`config.mk`:
```
export PLATFORM = sky130hd
export DESIGN_NAME = sat_slice_pipe
export DESIGN_NICKNAME = d
export VERILOG_FILES = /design/src/rtl/sat_slice_pipe.sv
export SDC_FILE = /design/constraint.sdc
export NUM_CORES = 1
export LEC_CHECK = 0
export ABC_AREA = 1
export CAP_MARGIN = 20
export CORE_MARGIN = 2
export CORE_UTILIZATION = 50
export CTS_BUF_LIST = sky130_fd_sc_hd__clkbuf_4 sky130_fd_sc_hd__clkbuf_8
export CTS_CLUSTER_DIAMETER = 40
export DETAILED_ROUTE_END_ITERATION = 7
export GPL_TIMING_DRIVEN = 0
export PLACE_DENSITY = 0.83
export SYNTH_ARGS = -nofsm -noshare
export SYNTH_HDL_FRONTEND = slang
export SYNTH_SLANG_ARGS = --single-unit
```
`constraint.sdc`:
```
create_clock -name clk_i -period 2.13 [get_ports clk_i]
set_input_delay 0.426 -clock clk_i [delete_from_list [all_inputs] [get_ports clk_i]]
set_output_delay 0.426 -clock clk_i [all_outputs]
set_load 0.01 [all_outputs]
```
`src/rtl/sat_slice_pipe.sv`:
```
// rtl/sat_slice_pipe.sv - pipelined multi-channel saturating bit-field slicer, 2-cycle latency
// Define SAT_SLICE_ROUND_EN for round half-up ahead of saturation; otherwise truncation.
module sat_slice_pipe #(
  parameter int WIN = 64,
  parameter int MSB = 31,
  parameter int LSB = 18,
  parameter int NCH = 2,
  parameter int CW  = 16
) (
  input  logic                             clk_i,
  input  logic                             rstn_i,
  input  logic [NCH*WIN-1:0]               sig_i,
  input  logic                             valid_i,
  input  logic                             clr_i,
  output logic [NCH*(MSB-LSB+1)-1:0]       sig_o,
  output logic                             valid_o,
  output logic [NCH-1:0]                   ovf_o,
  output logic [NCH*CW-1:0]                ovf_cnt_o
);

  localparam int WOUT = MSB - LSB + 1;

`ifdef SAT_SLICE_ROUND_EN
  localparam logic [WIN:0] RND = (LSB >= 1) ?
      ({{WIN{1'b0}}, 1'b1} << ((LSB >= 1) ? (LSB - 1) : 0)) : '0;
`endif

  logic v1_q;

  always_ff @(posedge clk_i or negedge rstn_i) begin
    if (!rstn_i) begin
      v1_q    <= 1'b0;
      valid_o <= 1'b0;
    end else begin
      v1_q    <= valid_i;
      valid_o <= v1_q;
    end
  end

  for (genvar k = 0; k < NCH; k++) begin : g_ch
    logic [WIN-1:0]  s;
    logic [WIN:0]    x_d;
    logic [WIN:0]    x_q;
    logic [WIN-MSB:0] top;
    logic            in_range;
    logic [WOUT-1:0] sat_d;
    logic [WOUT-1:0] res_q;
    logic            ovf_q;
    logic [CW-1:0]   cnt_q;

    assign s = sig_i[k*WIN +: WIN];

    // WIN+1 bits leave room for the rounding carry so it saturates instead of wrapping
`ifdef SAT_SLICE_ROUND_EN
    assign x_d = {s[WIN-1], s} + RND;
`else
    assign x_d = {s[WIN-1], s};
`endif

    always_ff @(posedge clk_i or negedge rstn_i) begin
      if (!rstn_i) begin
        x_q <= '0;
      end else if (valid_i) begin
        x_q <= x_d;
      end
    end

    assign top      = x_q[WIN:MSB];
    assign in_range = (&top) | ~(|top);

    always_comb begin
      sat_d = x_q[MSB:LSB];
      if (!in_range) begin
        sat_d = x_q[WIN] ? {1'b1, {(WOUT-1){1'b0}}} : {1'b0, {(WOUT-1){1'b1}}};
      end
    end

    always_ff @(posedge clk_i or negedge rstn_i) begin
      if (!rstn_i) begin
        res_q <= '0;
        ovf_q <= 1'b0;
        cnt_q <= '0;
      end else begin
        if (v1_q) begin
          res_q <= sat_d;
          ovf_q <= ~in_range;
        end
        // clear takes priority over a same-cycle overflow event
        if (clr_i) begin
          cnt_q <= '0;
        end else if (v1_q && !in_range && (cnt_q != {CW{1'b1}})) begin
          cnt_q <= cnt_q + {{(CW-1){1'b0}}, 1'b1};
        end
      end
    end

    if (LSB > 0) begin : g_lsb
      logic lsb_unused;
      assign lsb_unused = ^x_q[LSB-1:0];
    end

    assign sig_o[k*WOUT +: WOUT]  = res_q;
    assign ovf_o[k]               = ovf_q;
    assign ovf_cnt_o[k*CW +: CW]  = cnt_q;
  end

endmodule

```
# --- Word-level counts from Yosys, hierarchy flattened ---
# Cells that the tools add are included.
word_totals:
  in_bits: 132
  regBits: 192
op_classes:
  n_reduce_logical: 12
  eq_ne: 2
  mux: 8
  n_addsub: 2
  bitwise_logic: 6
op_table:
  columns: ["cell", "count"]
  rows:
  - ["$reduce_and 34->1", 2]
  - ["$reduce_or 34->1", 2]
  - ["$mux 16", 4]
  - ["$mux 14", 4]
  - ["$add 16x1->16 const B", 2]
  - ["$ne 16x16->1 const B", 2]
  - ["$logic_and 1x1->1", 4]
  - ["$not 1->1", 4]
  - ["$reduce_bool 2->1", 2]
  - ["$logic_not 1->1", 2]
  - ["$or 1x1->1", 2]

# --- Logic depth before layout (Yosys ltp) ---
logic_depth:
  word_depth: 8
  ltp_mapped: 12

# --- Least setup slack after synthesis ---
# Ideal clock, no wire load.
synth_timing:
  path_kind: "reg-to-reg"
  startpoint: "register g_ch[0].cnt_q[0]"
  endpoint: "register g_ch[0].cnt_q[8]"
  arrival_time_ns: 1.598
  stages_incl_launch_ff: 12
  n_path_buf: 1
  setup_time_ns: 0.117
  slack_ns: 0.415
  path_cell_list: "dfrtp_1 > ha_1 > nand2_1 > nor2_2 > nand2_2 > nor3_2 > nand3_2 > nand3_4 > nand2_4 > buf_6 > nand2_1 > nand2_1"
synth_between:
  elab_chain_cells: 3
  word_cells_on_any_way: 6
  classes_between: "add/sub: 1; eq/ne: 1; mux: 2; reduce/logical: 2"
synth_lines:
  columns: ["element", "line_no", "source"]
  rows:
  - ["from (decl)", "49", "logic [CW-1:0] cnt_q;"]
  - ["from (signal assigned)", "92", "cnt_q <= cnt_q + {{(CW-1){1'b0}}, 1'b1};"]
  - ["$add 16x1->16 / $ne 16x16->1 (equally long branches)", "92, 91", null]
  - ["$mux 16 / $logic_and 1x1->1 (equally long branches)", "91", "end else if (v1_q && !in_range && (cnt_q != {CW{1'b1}})) begin"]
  - ["$mux 16 / $reduce_bool 2->1 (equally long branches)", null, null]
# Parallel ways exist; a longest one is shown, timed or not. The select of a mux whose other input is x is not followed.
# A chain may end at the register's enable or synchronous reset.

# --- Worst setup path after layout ---
layout_timing:
  startpoint: "register g_ch[1].cnt_q[6]"
  endpoint: "output port ovf_cnt_o[22]"
layout_lines:
  columns: ["element", "line_no", "source"]
  rows:
  - ["from (decl)", "49", null]
  - ["from (signal assigned)", "92", null]
  - ["to (decl)", "18", "output logic [NCH*CW-1:0] ovf_cnt_o"]
# No word-level cell between the ends.

==> flow_summary.ini <==
[critical_path]
crit_fanout = 7
worstPathArrival_ps = 1540
crit_cells = 1
timing.critical_path.slowest_stage_cell = sky130_fd_sc_hd__clkdlybuf4s50_1
worst-setup-path-type = flop to output pin
crit_path_cell_trace = clkdlybuf4s50_1
timing.critical_path.to_type = output pin
rr_worst_depth = 11
timing.critical_path.from_type = flop
critPathBufInv = 1
critical_path_required_ps = 1700
critical-path-top-delay-family = buffers and inverters
worst_path_largest_cell_delay_ps = 590

[cts]
post_cts.repair.setup_buffers = 0
cts_root_buf = sky130_fd_sc_hd__clkbuf_8
htree_levels = 4
clk_path_buf_depth = 2
tritoncts = yes
clkTransAtPathRegs_ps = 80
worstSkewPairLatency_ps = 450
tritoncts_num_sinks = 156
cts_buffers = 17

[placement]
placement.cell_area_um2 = 8970
post-dp-hpwl_mm = 12.5
io_buffers = 157
pre_cts_ws_ps = -277
finalWeightedCongestion = 0.912

[floorplan]
number_of_cell_rows = 43
floorplan.die.width_um = 124
starting_density_pct = 51.3
dieArea_um2 = 15300
chipHeight_um = 124
design.portCount = 195
coreArea_um2 = 13900

[finish]
final_net_count = 1098
layout.cells.most_common_list = sky130_fd_sc_hd__nand2_1 (186), sky130_fd_sc_hd__dfrtp_1 (156), sky130_fd_sc_hd__clkdlybuf4s50_1 (156), sky130_fd_sc_hd__nor2_1 (127), sky130_fd_sc_hd__mux2_2 (66)
diodes = 0
flow.area_growth_from_synthesis_pct = 31.4
fillCellCount = 1079
register_area_um2 = 3900
fin_area_um2 = 9390
postLayoutCoreUtil_pct = 67.4
layout.cells.most_common = sky130_fd_sc_hd__nand2_1
multiInputGateArea_um2 = 2910
layout_cells_sized_above_1_pct = 12.7

[status]
run_status = finished, final reports clean

[sta]
finalCritPeriodShare_pct = 92.3
worst_slew_margin_rel_pct = 59.1
final.min_clock_period_ps = 1970
rsz0062_at_grt = no
fmax_mhz = 509
postLayoutSetupSlackWorst_ps = 164
report.final.setup_viol = 0
clock_skew_ps = 9.50
timing_hold_violations_final = 0
whs_ps = 427
worstMarginPinSlew_ps = 613
report.final.slew_viol_count = 0

[min_path]
min-delay-path-class = primary input to flop
hold-path-cell-count = 4

[flow_run]
cap_viol_max_count = 0

[grt]
initial_antenna_violation_count = 0
global_route.usage.total_pct = 24.5
number_of_global_route_vias_before_repair = 5813
grt_pass1_wl_mm = 28.4
maximum_number_of_pins_on_one_net_before_global_route_repair = 102
grt_overflow_total = 0

[routing]
vias_after_detailed_routing = 5937
drt_first_iter_violations = 390
detail_route.first_pass.iterations = 5
wl_mm = 17.6
drt-vias-per-instance = 5.13
wl_per_cell_um = 15.2
antenna_violating_nets_post_route = 0
drt_drc_violations_left = 0

[power_and_ir_drop]
total_power_mw = 6.57
cell_internal_pwr_mw = 4.91
p_switching_mw = 1.66
sw_frac_of_total_pct = 25.3
seq_power_share_pct = 51.5
power-per-cell-area_nw_per_um2 = 700
clockPowerShare_pct = 33.7
total_leakage_power_nw = 4.11
power.combinational.fraction_pct = 14.8
peakVddDrop_mv = 0.360

[yosys]
synth.lib_cells_used.distinct = 33
ys_seq_elements = 156
syn_area_per_cell_um2 = 9.09
seq_area_frac_synth_pct = 54.6
synth_top_cell_area_share_pct = 54.6
synth_warnings = 0
ys_top_cells_by_area = sky130_fd_sc_hd__dfrtp_1 (55%), sky130_fd_sc_hd__mux2_2 (10%), sky130_fd_sc_hd__nand2_1 (9.8%)
synth.cell_area_um2 = 7150
synth_largest_area_cell = sky130_fd_sc_hd__dfrtp_1
synthesis.instances = 786
mappedNetlistNets = 920
-- final cells by class --
cell class | count | area share, %
Multi-Input combinational cell | 546 | 31.0
Clock buffer | 25 | 3.26
Timing Repair Buffer | 159 | 17.1
Sequential cell | 156 | 41.6
Inverter | 51 | 2.04
Clock inverter | 7 | 0.946
Buffer | 33 | 1.61
Tap cell | 180 | 2.40
-- sequential cells by signal, summed over array words and instances (netlist names) --
| signal | count |
|---|---|
| g_ch.cnt_q | 32 |
| g_ch.ovf_q | 2 |
| v1_q | 1 |
| g_ch.x_q | 92 |
| g_ch.res_q | 28 |
| valid_o | 1 |
-- path summary, 6_finish.rpt --
check	from	end	slack [ps]
min in group asynchronous	rstn_i	g_ch[1].x_q[44]	510
min	clr_i	g_ch[1].cnt_q[5]	430
max reg2reg	g_ch[0].cnt_q[0]	g_ch[0].cnt_q[8]	180
min reg2reg	g_ch[0].ovf_q	g_ch[0].ovf_q	490
max in group asynchronous	rstn_i	g_ch[0].x_q[55]	750
max	g_ch[1].cnt_q[6]	ovf_cnt_o[22]	160
-- cell usage after synthesis --
cell type	number
sky130_fd_sc_hd__nor3_2	1
sky130_fd_sc_hd__o21ai_0	31
sky130_fd_sc_hd__a31oi_1	1
sky130_fd_sc_hd__buf_6	1
sky130_fd_sc_hd__nand3_2	2
sky130_fd_sc_hd__nor4_1	1
sky130_fd_sc_hd__mux2_2	66
sky130_fd_sc_hd__nand2_2	3
sky130_fd_sc_hd__xnor2_1	4
sky130_fd_sc_hd__nor2_4	1
sky130_fd_sc_hd__clkbuf_1	20
sky130_fd_sc_hd__nand3_1	48
sky130_fd_sc_hd__a21oi_1	30
sky130_fd_sc_hd__ha_1	2
sky130_fd_sc_hd__a211oi_1	1
sky130_fd_sc_hd__clkinv_1	1
sky130_fd_sc_hd__nand2_4	1
sky130_fd_sc_hd__nand4_2	1
sky130_fd_sc_hd__nor2_2	3
sky130_fd_sc_hd__nand2_1	186
sky130_fd_sc_hd__nor3_1	8
sky130_fd_sc_hd__inv_1	50
sky130_fd_sc_hd__dfrtp_1	156
sky130_fd_sc_hd__o22ai_1	4
sky130_fd_sc_hd__buf_4	3
sky130_fd_sc_hd__nor3b_1	4
sky130_fd_sc_hd__and2_1	1
sky130_fd_sc_hd__xor2_1	6
sky130_fd_sc_hd__buf_2	7
sky130_fd_sc_hd__nor2_1	127
sky130_fd_sc_hd__nand4_1	13
sky130_fd_sc_hd__buf_1	2
sky130_fd_sc_hd__nand3_4	1
-- per-layer routing --
layer,track usage [%],vias up,part of all wire [%]
met1,31.1,2851,43
met3,6.73,19,5.9
met5,0,-,0
met2,41.1,166,50
li1,-,2901,-
met4,7.39,0,1.3
-- power groups by stage --
| stage | Sequential, mW | Clock [mW] | Combinational (mW) |
|---|---|---|---|
| 2_1_floorplan | 3.44 | 0 | 0.419 |
| 3_3_place_gp | 3.42 | 0 | 0.942 |
| 3_5_place_dp | 3.44 | 0 | 0.977 |
| 4_1_cts | 3.38 | 2.27 | 0.984 |
| 5_1_grt | 3.42 | 2.42 | 1.08 |
| 6_report | 3.38 | 2.22 | 0.973 |
-- per-stage QoR --
stage	instances	TNS, ps
finish	1157	0
CTS	1157	0
detailed placement	1124	-15390
global route	1157	0
global placement	1123	-886350
floorplan	786	0
-- cell families (layout without fill, tap and decap cells) --
family | after synthesis | after routing | synth area share, %
xor gates and xnor gates | 10 | 10 | 1.23
AOI/OAI and AO/OA | 67 | 67 | 4.82
DFF | 156 | 156 | 54.6
buffers and inverters | 84 | 275 | 4.80
adders and majority gates | 2 | 2 | 0.350
and+or+nand+nor | 401 | 401 | 23.8
muxes | 66 | 66 | 10.4
-- timing repair --
action / in CTS / in global routing
endpoints found under the setup margin: 0 / 10
hold endpoints to repair: 55 / 0
hold buffers: 1 / 0
resized for setup: 0 / 2
(Power assumes the default switching activity.)
==> RTL change (same flow settings) <==
The output `valid_o` loses its register stage (`valid_o` becomes a continuous assignment).
--- a/src/rtl/sat_slice_pipe.sv
+++ b/src/rtl/sat_slice_pipe.sv
@@ -30,12 +30,12 @@
   always_ff @(posedge clk_i or negedge rstn_i) begin
     if (!rstn_i) begin
       v1_q    <= 1'b0;
-      valid_o <= 1'b0;
     end else begin
       v1_q    <= valid_i;
-      valid_o <= v1_q;
     end
   end
+
+  assign valid_o = v1_q;
 
   for (genvar k = 0; k < NCH; k++) begin : g_ch
     logic [WIN-1:0]  s;
Function: changed (a bounded check fails within 4 cycles, from zero or initial values and one cycle with rstn_i low).
==> RTL change against the unedited design <==
- the run now ends with hold timing left
- sequential cell count fell by 1
- synthesized area fell by 0.35%
- synthesized cell count fell by 0.13%
- worst setup slack improved by 0.0082 ns
- design area rose by 0.25%
- routed wire length fell by 2.4%
- die area fell by 0.34%
- power rose by 3.1%
- critical path type unchanged
- critical endpoint unchanged
==> RTL change: results (changes against the unedited design) <==
synthesized area per cell=9.071 um2 (-0.22%); placer's final routability congestion estimate=0.8772 (-3.8%); Reg2Reg Depth=8 (-3); wire per inst=14.87 um (-2.3%); Hold WS=-0.02854 ns (-0.4558 ns); ranking of synthesized cells by area=dfrtp_1 54%, mux2_2 10%, nand2_1 9.8%, nor2_1 6.7%, nand3_1 3.4%; Worst R2R Start=g_ch[1].x_q[60]$_DFFE_PN0P_; headroom to the max-slew limit=50.75% (-8.4 points); hpwl dp=12370 um (-1.2%); total track usage=23.40% (-1.1 points); GRT met1 Usage=29.84% (-1.3 points); post-route non-filler standard cell count=1156 (-0.086%); DR pass1 iterations=4 (-1); grt peak-use layer=met2; grt met3 use=5.581% (-1.2 points); share of post-route cells with drive strength above 1=13.01% (+0.32 points); Clock Skew=0.01237 ns (+0.002872 ns); failing checks=hold timing; endpoints failing hold=15 (+15); vias in the first global route=5830 (+0.29%); Global Route met2 Usage=39.73% (-1.4 points); VDD IR max=0.4686 mV (+30%); cell leakage power=0.004103 uW (-0.17%); Synth Net Count=919 (-0.11%); CP max stage delay=roughly 0.60 ns; post-synthesis sequential area ratio=54.47% (-0.16 points); Placed Cells=1123 (-0.089%); status=finished, violations left; via/cell ratio=5.166 (+0.68%); top cells by count, synth=186 x nand2_1, 155 x dfrtp_1, 127 x nor2_1; first-pass GRT wire length=27340 um (-3.8%); Reg2Reg Capture Point=g_ch[1].res_q[11]$_DFFE_PN0P_; H-tree levels=4 (unchanged); worst min path class=input pin to async pin; DR iter-0 viols=377 (-3.3%); placed cell areas=8946 um2 (-0.28%); largest net degree at the start of global routing=80 (-22%); Top FF cell, synth=dfrtp_1
-- RTL change: how the worst max path moves through the flow --
stage                                       startpoint                             to  slack [ns]  cells after the start
after floorplan           g_ch[0].cnt_q[0]$_DFFE_PN0P_   g_ch[0].cnt_q[8]$_DFFE_PN0P_        0.41                     11
after global placement                          rstn_i   g_ch[0].cnt_q[9]$_DFFE_PN0P_       -5.61                      1
after detailed placement                       valid_i    g_ch[1].x_q[33]$_DFFE_PN0P_       -0.28                      6
after CTS                            valid_o$_DFF_PN0_                        valid_o        0.05                      1
after global routing      g_ch[1].cnt_q[0]$_DFFE_PN0P_  g_ch[1].cnt_q[10]$_DFFE_PN0P_      -0.006                     11
final                     g_ch[1].cnt_q[6]$_DFFE_PN0P_                  ovf_cnt_o[22]        0.17                      1
-- RTL change: routing by layer --
layer / wire length [um] / vias up
met5: 0 / -
met4: 163 / 0
met3: 1166 / 13
li1: - / 2912
met1: 7182 / 2882
met2: 8679 / 165
-- RTL change: repair_timing --
item                                    in CTS  in global routing
gates resized for setup                      0                  4
endpoints found under the setup margin       0                 11
setup buffers                                0                  1
-- RTL change: power breakdown --
part           internal (uW)  switching (uW)
clock network           1360            1080
logic                    527             446
registers               3190             167
total                   5080            1690
-- RTL change: cell families (layout without fill, tap and decap cells) --
logic type | count (synthesis) | count (layout) | synth area share (%)
mux | 66 | 66 | 10.44
xor+xnor | 10 | 10 | 1.230
simple gates | 401 | 401 | 23.86
fa+ha+maj | 2 | 2 | 0.3514
buf+inv | 84 | 275 | 4.814
flops | 155 | 155 | 54.47
compound gates | 67 | 67 | 4.832
-- RTL change: final cells by class --
cell class / count / area, um2
plain buffers: 33 / 151.4
multi-input cells: 546 / 2913
well taps: 180 / 225.2
clock inverters: 11 / 167.7
clock buffers: 21 / 276.5
fillers: 1090 / 4467
flip-flops and latches: 155 / 3881
repair buffers: 159 / 1608
inverters: 51 / 191.4
-- RTL change: through the flow --
stage	util [%]	setup TNS (ns)	setup slack [ns]
2_1_floorplan	-	0	0.4147
3_3_place_gp	64.24	-878.74	-5.607
3_5_place_dp	64.45	-15.28	-0.2806
4_1_cts	67.65	0	0.04806
5_1_grt	67.82	-0.01076	-0.005602
6_report	67.82	0	0.1722
